File: src/rtl/life_engine.sv
// life_engine: 8x8 Game of Life generation engine with a double-buffered board.
// The front board is served to the display by row address; each generation
// is built row by row into the back board and then copied over in one cycle,
// so the displayed board never changes part-way through a generation.
module life_engine #(
  parameter int unsigned TICK_DIV = 25000000,
  parameter int unsigned WRAP     = 1
) (
  input  logic        clk,
  input  logic        reset,
  input  logic        load_en,
  input  logic [2:0]  load_addr,
  input  logic [7:0]  load_row,
  input  logic        run,
  input  logic        step,
  input  logic [2:0]  rd_addr,
  output logic [7:0]  rd_row,
  output logic        busy,
  output logic [15:0] gen_count,
  output logic        extinct
);

  typedef enum logic [1:0] {
    S_IDLE    = 2'd0,
    S_COMPUTE = 2'd1,
    S_SWAP    = 2'd2
  } state_t;

  localparam logic [31:0] TICK_LAST = 32'(TICK_DIV - 1);
  localparam logic        WRAP_ON   = (WRAP != 0);

  // Bit c of the result is the cell at column c-1 (the west neighbour of c).
  function automatic logic [7:0] west_of(input logic [7:0] v);
    logic fill;
    fill = WRAP_ON ? v[7] : 1'b0;
    return {v[6:0], fill};
  endfunction

  // Bit c of the result is the cell at column c+1 (the east neighbour of c).
  function automatic logic [7:0] east_of(input logic [7:0] v);
    logic fill;
    fill = WRAP_ON ? v[0] : 1'b0;
    return {fill, v[7:1]};
  endfunction

  // Next state of all 8 cells of 'mid', given the rows above and below.
  function automatic logic [7:0] life_row(input logic [7:0] up,
                                          input logic [7:0] mid,
                                          input logic [7:0] dn);
    logic [7:0] nb [8];
    logic [7:0] res;
    logic [3:0] n;
    nb[0] = west_of(up);
    nb[1] = up;
    nb[2] = east_of(up);
    nb[3] = west_of(mid);
    nb[4] = east_of(mid);
    nb[5] = west_of(dn);
    nb[6] = dn;
    nb[7] = east_of(dn);
    res = '0;
    for (int c = 0; c < 8; c++) begin
      n = '0;
      for (int k = 0; k < 8; k++) begin
        n = n + {3'b000, nb[k][c]};
      end
      res[c] = (n == 4'd3) | (mid[c] & (n == 4'd2));
    end
    return res;
  endfunction

  state_t      state_q, state_d;
  logic [2:0]  row_q, row_d;
  logic [31:0] tick_cnt_q, tick_cnt_d;
  logic [15:0] gen_count_q, gen_count_d;
  logic [7:0]  front_q [8];
  logic [7:0]  front_d [8];
  logic [7:0]  back_q [8];
  logic [7:0]  back_d [8];
  logic [7:0]  rd_row_q, rd_row_d;
  logic        busy_q, busy_d;
  logic        extinct_q, extinct_d;
  logic        tick;
  logic [7:0]  up_row, dn_row;
  logic        any_live;

  // Next-state logic: tick divider, FSM transitions, board updates and outputs.
  always_comb begin
    state_d     = state_q;
    row_d       = row_q;
    tick_cnt_d  = tick_cnt_q;
    gen_count_d = gen_count_q;
    front_d     = front_q;
    back_d      = back_q;
    tick        = 1'b0;
    any_live    = 1'b0;

    // Neighbouring rows of the row being computed; edges read dead without wrap.
    if (!WRAP_ON && row_q == 3'd0) begin
      up_row = '0;
    end else begin
      up_row = front_q[row_q - 3'd1];
    end
    if (!WRAP_ON && row_q == 3'd7) begin
      dn_row = '0;
    end else begin
      dn_row = front_q[row_q + 3'd1];
    end

    // The divider only advances while idle and running; dropping run clears it.
    if (!run) begin
      tick_cnt_d = '0;
    end else if (state_q == S_IDLE) begin
      if (tick_cnt_q == TICK_LAST) begin
        tick_cnt_d = '0;
        tick       = 1'b1;
      end else begin
        tick_cnt_d = tick_cnt_q + 32'd1;
      end
    end

    case (state_q)
      S_IDLE: begin
        if (load_en) begin
          front_d[load_addr] = load_row;
        end else if (step || tick) begin
          state_d = S_COMPUTE;
          row_d   = 3'd0;
        end
      end
      S_COMPUTE: begin
        back_d[row_q] = life_row(up_row, front_q[row_q], dn_row);
        row_d         = row_q + 3'd1;
        if (row_q == 3'd7) begin
          state_d = S_SWAP;
        end
      end
      S_SWAP: begin
        front_d     = back_q;
        gen_count_d = gen_count_q + 16'd1;
        state_d     = S_IDLE;
      end
      default: begin
        state_d = S_IDLE;
      end
    endcase

    for (int r = 0; r < 8; r++) begin
      any_live = any_live | (|front_d[r]);
    end

    rd_row_d  = front_q[rd_addr];
    busy_d    = (state_d != S_IDLE);
    extinct_d = ~any_live;
  end

  // State, board and registered outputs; reset clears everything, including boards.
  always_ff @(posedge clk) begin
    if (reset) begin
      state_q     <= S_IDLE;
      row_q       <= '0;
      tick_cnt_q  <= '0;
      gen_count_q <= '0;
      for (int r = 0; r < 8; r++) begin
        front_q[r] <= '0;
        back_q[r]  <= '0;
      end
      rd_row_q    <= '0;
      busy_q      <= 1'b0;
      extinct_q   <= 1'b1;
    end else begin
      state_q     <= state_d;
      row_q       <= row_d;
      tick_cnt_q  <= tick_cnt_d;
      gen_count_q <= gen_count_d;
      front_q     <= front_d;
      back_q      <= back_d;
      rd_row_q    <= rd_row_d;
      busy_q      <= busy_d;
      extinct_q   <= extinct_d;
    end
  end

  assign rd_row    = rd_row_q;
  assign busy      = busy_q;
  assign gen_count = gen_count_q;
  assign extinct   = extinct_q;

endmodule

File: config.mk
export PLATFORM = sky130hd
export DESIGN_NAME = life_engine
export DESIGN_NICKNAME = d
export VERILOG_FILES = /design/src/rtl/life_engine.sv
export SDC_FILE = /design/constraint.sdc
export NUM_CORES = 1
export LEC_CHECK = 0
export ABC_AREA = 1
export BUFFER_PORTS_ARGS = -buffer_cell sky130_fd_sc_hd__buf_4
export CAP_MARGIN = 20
export CORE_MARGIN = 2
export CORE_UTILIZATION = 68
export DETAILED_ROUTE_END_ITERATION = 7
export PLACE_DENSITY_LB_ADDON = 0.3
export SYNTH_ARGS = -nofsm -noshare
export SYNTH_HDL_FRONTEND = slang
export SYNTH_SLANG_ARGS = --single-unit
export TNS_END_PERCENT = 1
File: constraint.sdc
create_clock -name clk -period 13.5 [get_ports clk]
set_input_delay 1.35 -clock clk [delete_from_list [all_inputs] [get_ports clk]]
set_output_delay 1.35 -clock clk [all_outputs]
set_load 0.02 [all_outputs]
==> impl_metrics.py, run 1 <==
metrics = {
    "outcome": {
        "outcome": "finished, violations left",
        "violations": "DRC",
    },
    "cells_and_area": {
        "drive_above_1_share_pct": 6.923,
        "final_nets": 2045,
        "fin_area_um2": 13530,
        "synthToLayoutAreaGrowth_pct": 7.355,
        "post-route-util_pct": 74.82,
        "diodes": 0,
    },
    "route": {
        "dr.pass1.iters": 8,
        "vias": 13580,
        "routed_wl_um": 41810,
        "drc": 2,
        "wire_per_inst_um": 18.93,
        "vias_per_cell": 6.152,
        "ant_nets": 0,
        "drt_iter0_markers": 2093,
    },
    "critical_path": {
        "required_ns": 13.90,
        "max_stage_delay_ns": 0.91,
        "cp_slowest_cell": "ha_1",
        "path_cells": "buf_4 > inv_1 > ha_1 > inv_1 > or2_2 > a32oi_1 > inv_1 > fa_1 > inv_1 > fa_1 > fa_1 > ha_1 > fa_1 > o21ai_0 > a21oi_1 > o21a_1 > o21ai_0 > inv_1",
        "setup.worst_path.start": "row_q[0]$_SDFFE_PP0P_",
        "worst_setup_path_start_kind": "flip-flop",
        "cpMostUsedCell": "inv_1",
        "worstReg2RegStart": "row_q[0]$_SDFFE_PP0P_",
        "r2r_slack_ns": 6.73,
        "cp_data_arrival_time_ns": 7.17,
        "cp-end-kind": "flip-flop",
        "cp-endpoint": "back_q[2]$_SDFFE_PP0P_",
        "r2r_end": "back_q[2]$_SDFFE_PP0P_",
        "reg2regPathDepth": 18,
        "crit_type": "reg -> reg",
        "path_max_fanout": 94,
    },
    "clock_network": {
        "cts-htree-levels": 4,
        "clk_pin_slew_ns": 0.09,
        "cts_tree": "built",
        "cts_setup_buffers": 0,
        "clock_sinks": 191,
        "clk_latency_ns": 0.46,
        "clockRootBuffer": "clkbuf_16",
        "cts_buffer_depth": 2,
        "cts_hold_buf": 0,
        "post_cts_resize_count": 0,
        "cts_inserted_buffers": 17,
    },
    "run": {
        "maxCapViolCount": 0,
    },
    "synth": {
        "synth_edf_count": 0,
        "synth_nets": 2058,
        "synth_ff_type": "dfxtp_1",
        "synth_cells": 1979,
        "synth_cell_types": 47,
        "yosysWarnings": 0,
        "ys_async_sr_fraction_pct": 0,
        "ys_seq_area_share_pct": 30.34,
        "ys_ff_latch": 191,
        "syn_avg_cell_area_um2": 6.369,
        "netlist_area_um2": 12600,
    },
    "global_route": {
        "grt_pass1_vias": 12240,
        "gr-total-overflow": 0,
        "grt_max_degree": 95,
        "grtUsageTotal_pct": 41.82,
        "antenna_found_initial": 0,
        "grt_pass1_wl_um": 64310,
    },
    "timing": {
        "maxSlewHeadroom_pct": 28.54,
        "final.period_utilization_pct": 50.13,
        "setup_violations": 0,
        "fmax_mhz": 147.8,
        "worst_pin_slew_ns": 1.072,
        "post-route-min-period_ns": 6.768,
        "hold_viol_final": 0,
        "fin_ws_ns": 6.732,
        "drv_slew": 0,
        "holdWs_ns": 0.4783,
        "fin_tns_setup_ns": 0,
        "skew_ns": 0.01730,
        "rsz0062_at_grt": "false",
    },
    "power_and_ir_drop": {
        "combPwrFrac_pct": 42.7,
        "pwr-share-clk_pct": 27.2,
        "p_sw_share_pct": 44.24,
        "powerDensity_nw_per_um2": 146.2,
        "ir_worst_vdd_v": 0.0001013,
        "pwr-share-seq_pct": 30.1,
        "p_leak_nw": 5.978,
        "internal_power_mw": 1.103,
        "p_switching_uw": 875.0,
    },
    "placed_design": {
        "place_ws_ns": 6.845,
        "dpl_cell_area_um2": 12910,
        "dp_hpwl_um": 30550,
        "portBuffers": 44,
        "place_congestion": 1.050,
    },
    "floorplan": {
        "die_height_um": 140.1,
        "die_x_um": 140.1,
        "rows": 49,
        "coreArea_um2": 18090,
        "initial_core_util_pct": 69.69,
        "die_area_um2": 19640,
        "ios": 45,
    },
    "worst_hold_path": {
        "hp-class": "reg -> reg",
    },
}
sequential cells by signal (all words and copies together) (netlist names):
signal and cells:
back_q 64, busy 1, extinct 1, front_q 64
gen_count 16, rd_row 8, row_q 3, state_q 2
tick_cnt_q 32
Yosys cell counts (2+ instances only):
library cell | number | area share, %
nand2_1 | 381 | 11
inv_1 | 312 | 9.3
o21ai_0 | 228 | 9.1
a21oi_1 | 217 | 8.6
nor2_1 | 204 | 6.1
dfxtp_1 | 191 | 30
nand3_1 | 121 | 4.8
clkbuf_1 | 41 | 1.2
fa_1 | 31 | 4.9
buf_2 | 29 | 1.2
ha_1 | 29 | 2.9
nor3_1 | 21 | 0.83
o22ai_1 | 20 | 0.99
nand4_1 | 14 | 0.69
a32oi_1 | 12 | 0.83
or2_2 | 12 | 0.60
a31oi_1 | 11 | 0.55
buf_1 | 11 | 0.33
inv_2 | 9 | 0.27
nor2_2 | 9 | 0.45
a211oi_1 | 6 | 0.36
nor4_1 | 6 | 0.30
a211o_1 | 5 | 0.35
clkinv_1 | 5 | 0.15
nand2_2 | 4 | 0.20
o21ai_2 | 4 | 0.28
xnor2_1 | 4 | 0.28
xor2_1 | 4 | 0.28
buf_4 | 3 | 0.18
buf_6 | 3 | 0.27
nand3b_1 | 3 | 0.18
nor2_4 | 3 | 0.27
nor3b_1 | 3 | 0.18
o21a_1 | 3 | 0.18
o21ai_1 | 3 | 0.12
a21boi_1 | 2 | 0.12
and3_1 | 2 | 0.099
nand4_2 | 2 | 0.20
o211ai_1 | 2 | 0.12
or2_0 | 2 | 0.099
layer usage:
metal	vias to the layer above	global-route usage, %	routed length (um)
met4	0	23.76	2431
li1	6365	-	-
met5	-	0	0
met2	889	64.99	18230
met1	6158	54.70	15820
met3	172	8.137	5324
power by group through the flow:
stage | Sequential (mW) | Clock, mW | Combinational [mW]
after floorplan | 0.603 | 0 | 0.565
after global placement | 0.607 | 0 | 0.776
after detailed placement | 0.607 | 0 | 0.818
after CTS | 0.594 | 0.536 | 0.822
after global routing | 0.596 | 0.556 | 0.926
final | 0.595 | 0.539 | 0.844
layout by cell type (no fill, tap or decap), types with 3 or more instances in the layout:
cell | netlist | layout
a211o_1 | 5 | 5
a211oi_1 | 6 | 6
a21oi_1 | 217 | 217
a31oi_1 | 11 | 11
a32oi_1 | 12 | 12
buf_4 | 3 | 55
clkbuf_16 | 0 | 17
clkinv_1 | 5 | 6
clkinv_8 | 0 | 4
dfxtp_1 | 191 | 190
fa_1 | 31 | 31
ha_1 | 29 | 29
inv_1 | 312 | 311
inv_12 | 0 | 4
inv_2 | 9 | 9
inv_6 | 0 | 4
nand2_1 | 381 | 381
nand2_2 | 4 | 4
nand3_1 | 121 | 121
nand3b_1 | 3 | 3
nand4_1 | 14 | 14
nor2_1 | 204 | 203
nor2_2 | 9 | 10
nor2_4 | 3 | 3
nor3_1 | 21 | 21
nor3b_1 | 3 | 3
nor4_1 | 6 | 6
o21a_1 | 3 | 3
o21ai_0 | 228 | 228
o21ai_1 | 3 | 3
o21ai_2 | 4 | 4
o22ai_1 | 20 | 20
or2_2 | 12 | 12
xnor2_1 | 4 | 4
xor2_1 | 4 | 4
cell families after synthesis:
family / after synthesis / share of synthesized area, %
AOI/OAI and AO/OA: 515 / 21.69
xor gates and xnor gates: 8 / 0.5558
adders and majority gates: 60 / 7.802
buffers and inverters: 414 / 12.90
DFF: 191 / 30.34
and+or+nand+nor: 791 / 26.71
layout make-up:
type | instances | area, um^2
well taps | 229 | 286.5
clock buffers | 17 | 425.4
fillers | 1468 | 4554
flip-flops and latches | 191 | 3825
clock inverters | 15 | 195.2
repair buffers | 55 | 412.9
inverters | 327 | 1230
multi-input cells | 1374 | 7157
worst max-delay path: cells and delay by family, from the launching register on:
kind,cells,cell delay [ns]
fa+ha+maj,6,3.12
buf+inv,6,1.66
compound gates,5,1.13
simple gates,1,0.46
flops,1,0.32
stage by stage:
| step | std cells | power [mW] |
|---|---|---|
| after floorplan | 1979 | 1.168 |
| after global placement | 2176 | 1.382 |
| after detailed placement | 2176 | 1.425 |
| after CTS | 2208 | 1.953 |
| after global routing | 2208 | 2.077 |
| final | 2208 | 1.978 |
how the worst min path moves through the flow:
stage	start	end	slack, ns	cells after the start
global placement	tick_cnt_q[31]$_SDFFE_PP0P_	tick_cnt_q[31]$_SDFFE_PP0P_	0.45	1
floorplan	tick_cnt_q[31]$_SDFFE_PP0P_	tick_cnt_q[31]$_SDFFE_PP0P_	0.42	1
detailed placement	tick_cnt_q[31]$_SDFFE_PP0P_	tick_cnt_q[31]$_SDFFE_PP0P_	0.45	1
global route	tick_cnt_q[31]$_SDFFE_PP0P_	tick_cnt_q[31]$_SDFFE_PP0P_	0.51	1
CTS	tick_cnt_q[31]$_SDFFE_PP0P_	tick_cnt_q[31]$_SDFFE_PP0P_	0.47	1
finish	tick_cnt_q[31]$_SDFFE_PP0P_	tick_cnt_q[31]$_SDFFE_PP0P_	0.48	1
(Power assumes the default switching activity.)
==> inputs of run 2 (changes only) <==
Settings changed: ABC_AREA 1 to 0, CORE_UTILIZATION 68 to 62.
Clock period 13.5 ns to 7 ns, I/O delays scaled along.
==> run 2 against run 1 <==
  * The flow now finishes without violations
  * Clock skew fell by 0.0082 ns
  * First-iteration DRC count is 48% lower
  * Utilization down 6.1 points
==> impl_metrics.py, run 2 <==
metrics = {
    "global_route": {
        "grt_max_degree": 83,
        "grtUsageTotal_pct": 32.29,
        "grt_pass1_vias": 8203,
        "gr-total-overflow": 0,
        "grt_pass1_wl_um": 45550,
        "antenna_found_initial": 0,
    },
    "synth": {
        "synth_edf_count": 0,
        "synth_ff_type": "dfxtp_1",
        "yosys-top-cells-area": "dfxtp_1 (35%), mux4_2 (10%), mux2i_1 (9.3%)",
        "netlist_area_um2": 10800,
        "yosysTopAreaCell": "dfxtp_1",
        "netlist_top_cells_count": "dfxtp_1 (191), nor2_1 (189), mux2i_1 (100), nand2_1 (88), o221ai_1 (63)",
        "synth_cells": 1092,
        "ys_seq_area_share_pct": 35.41,
        "netlist.area_leader.share_pct": 35.41,
        "synth_cell_types": 57,
        "yosysMostFrequentCell": "dfxtp_1",
        "ys_async_sr_fraction_pct": 0,
        "syn_avg_cell_area_um2": 9.888,
        "synth_nets": 1171,
        "ys_ff_latch": 191,
        "yosysWarnings": 0,
    },
    "placed_design": {
        "dp_hpwl_um": 21280,
        "portBuffers": 44,
        "place_inst": 1308,
        "place_congestion": 0.9436,
        "dpl_cell_area_um2": 11200,
        "place_ws_ns": 1.296,
    },
    "clock_network": {
        "post_cts_resize_count": 0,
        "clock_sinks": 191,
        "cts_hold_buf": 0,
        "cts_inserted_buffers": 17,
        "cts-htree-levels": 4,
        "cts_buffer_depth": 2,
        "cts_tree": "built",
        "clk_pin_slew_ns": 0.07,
        "clockRootBuffer": "clkbuf_16",
        "cts_setup_buffers": 0,
        "clk_latency_ns": 0.44,
    },
    "floorplan": {
        "die_area_um2": 18490,
        "rows": 48,
        "coreArea_um2": 17180,
        "die_x_um": 136.0,
        "ios": 45,
        "initial_core_util_pct": 62.86,
        "die_height_um": 136.0,
    },
    "critical_path": {
        "worst_setup_path_start_kind": "flip-flop",
        "setup.worst_path.start": "row_q[1]$_SDFFE_PP0P_",
        "reg2regPathDepth": 14,
        "r2r_slack_ns": 1.57,
        "worstReg2RegStart": "row_q[1]$_SDFFE_PP0P_",
        "max_stage_delay_ns": 0.85,
        "cp_slowest_cell": "ha_1",
        "r2r_end": "back_q[4]$_SDFFE_PP0P_",
        "crit_buf_inv": 3,
        "required_ns": 7.37,
        "cp-end-kind": "flip-flop",
        "crit_type": "reg -> reg",
        "cpMostUsedCell": "fa_1",
        "cp.depth": 14,
        "path_max_fanout": 22,
        "path_cells": "buf_4 > inv_1 > ha_1 > mux4_2 > fa_1 > inv_1 > fa_1 > fa_1 > ha_1 > fa_1 > o21ai_0 > o211a_1 > mux2i_1 > nor2_1",
        "cp_data_arrival_time_ns": 5.80,
        "cp_top_family": "adder cells",
        "cp-endpoint": "back_q[4]$_SDFFE_PP0P_",
    },
    "cells_and_area": {
        "mostFrequentLayoutCells": "dfxtp_1 (190), nor2_1 (189), mux2i_1 (100)",
        "layout_commonest_cell": "dfxtp_1",
        "largestRegisters": "back_q: 64 flops, front_q: 64 flops, tick_cnt_q: 32 flops",
        "final_nets": 1183,
        "diodes": 0,
        "fin_area_um2": 11800,
        "synthToLayoutAreaGrowth_pct": 9.236,
        "drive_above_1_share_pct": 15.59,
        "instances_no_fill": 1341,
    },
    "power_and_ir_drop": {
        "fin_total_pwr_mw": 2.390,
        "ir_worst_vdd_v": 0.0001985,
        "p_leak_nw": 4.715,
        "powerDensity_nw_per_um2": 202.6,
    },
    "run": {
        "maxCapViolCount": 0,
    },
    "timing": {
        "hold_viol_final": 0,
        "final.period_utilization_pct": 77.52,
        "skew_ns": 0.009081,
        "fin_ws_ns": 1.574,
        "post-route-min-period_ns": 5.426,
        "rsz0062_at_grt": "false",
        "drv_slew": 0,
        "fin_tns_setup_ns": 0,
        "maxSlewHeadroom_pct": 20.81,
        "setup_violations": 0,
        "fmax_mhz": 184.3,
        "worst_pin_slew_ns": 1.181,
    },
    "route": {
        "dr.pass1.iters": 6,
        "wire_per_inst_um": 21.78,
        "routed_wl_um": 29200,
        "ant_nets": 0,
        "vias": 8770,
        "drc": 0,
        "drt_iter0_markers": 1098,
        "vias_per_cell": 6.540,
    },
    "worst_hold_path": {
        "hp-class": "reg -> reg",
        "hold_depth": 2,
    },
    "outcome": {
        "outcome": "complete, no violations",
    },
}
## run 2: changes by cell type after synthesis, moves of 93 or more
cell	change
a21oi_1	-200
nand2_1	-293
mux2i_1	+100
inv_1	-265
o21ai_0	-213
nand3_1	-93
## run 2: per-layer routing
metal / up-vias / share of wire (%) / GRT usage [%]
met5: - / 0 / 0
met4: 0 / 3.7 / 14.24
met3: 84 / 9.4 / 6.078
met2: 477 / 46 / 50.67
met1: 4218 / 40 / 43.69
li1: 3991 / - / -
## run 2: worst min path at each step
stage | slack [ns] | to | startpoint
5_1_grt | 0.51 | tick_cnt_q[16]$_SDFFE_PP0P_ | tick_cnt_q[16]$_SDFFE_PP0P_
6_report | 0.50 | gen_count[1]$_SDFFE_PP0N_ | gen_count[1]$_SDFFE_PP0N_
2_1_floorplan | 0.46 | back_q[0]$_SDFFE_PP0P_ | back_q[0]$_SDFFE_PP0P_
3_3_place_gp | 0.48 | back_q[15]$_SDFFE_PP0P_ | back_q[15]$_SDFFE_PP0P_
4_1_cts | 0.50 | gen_count[1]$_SDFFE_PP0N_ | gen_count[1]$_SDFFE_PP0N_
3_5_place_dp | 0.48 | back_q[35]$_SDFFE_PP0P_ | back_q[35]$_SDFFE_PP0P_
## run 2: layout make-up
class | instances | area, um^2
flip-flops and latches | 191 | 3825
inverters | 47 | 176.4
fillers | 1304 | 5381
clock inverters | 14 | 151.4
clock buffers | 17 | 425.4
repair buffers | 57 | 427.9
multi-input cells | 790 | 6507
well taps | 225 | 281.5
## run 2: tightest hold or removal path, stage by stage, from the launching register on
cell	delay, ns
dfxtp_1	0.34
nand2_1	0.06
a21oi_1	0.05
## run 2: kinds of logic after synthesis
| logic type | Yosys count | synth area share (%) |
|---|---|---|
| compound gates | 121 | 8.644 |
| xor+xnor | 39 | 3.163 |
| flops | 191 | 35.41 |
| buf+inv | 111 | 4.438 |
| mux | 160 | 20.64 |
| fa+ha+maj | 60 | 9.108 |
| simple gates | 410 | 18.60 |
## run 2: stage by stage
stage	hold slack, ns	utilization (%)
after floorplan	0.4608	-
after global placement	0.4753	65.22
after detailed placement	0.4810	65.22
after CTS	0.4971	68.58
after global routing	0.5117	68.67
final	0.4977	68.67
## run 2: power breakdown
| part | total, mW | leakage [nW] | internal (mW) | switching (mW) |
|---|---|---|---|---|
| clock network | 0.962 | 0.283 | 0.503 | 0.459 |
| registers | 1.12 | 1.54 | 1.10 | 0.0194 |
| logic | 0.306 | 2.89 | 0.120 | 0.186 |
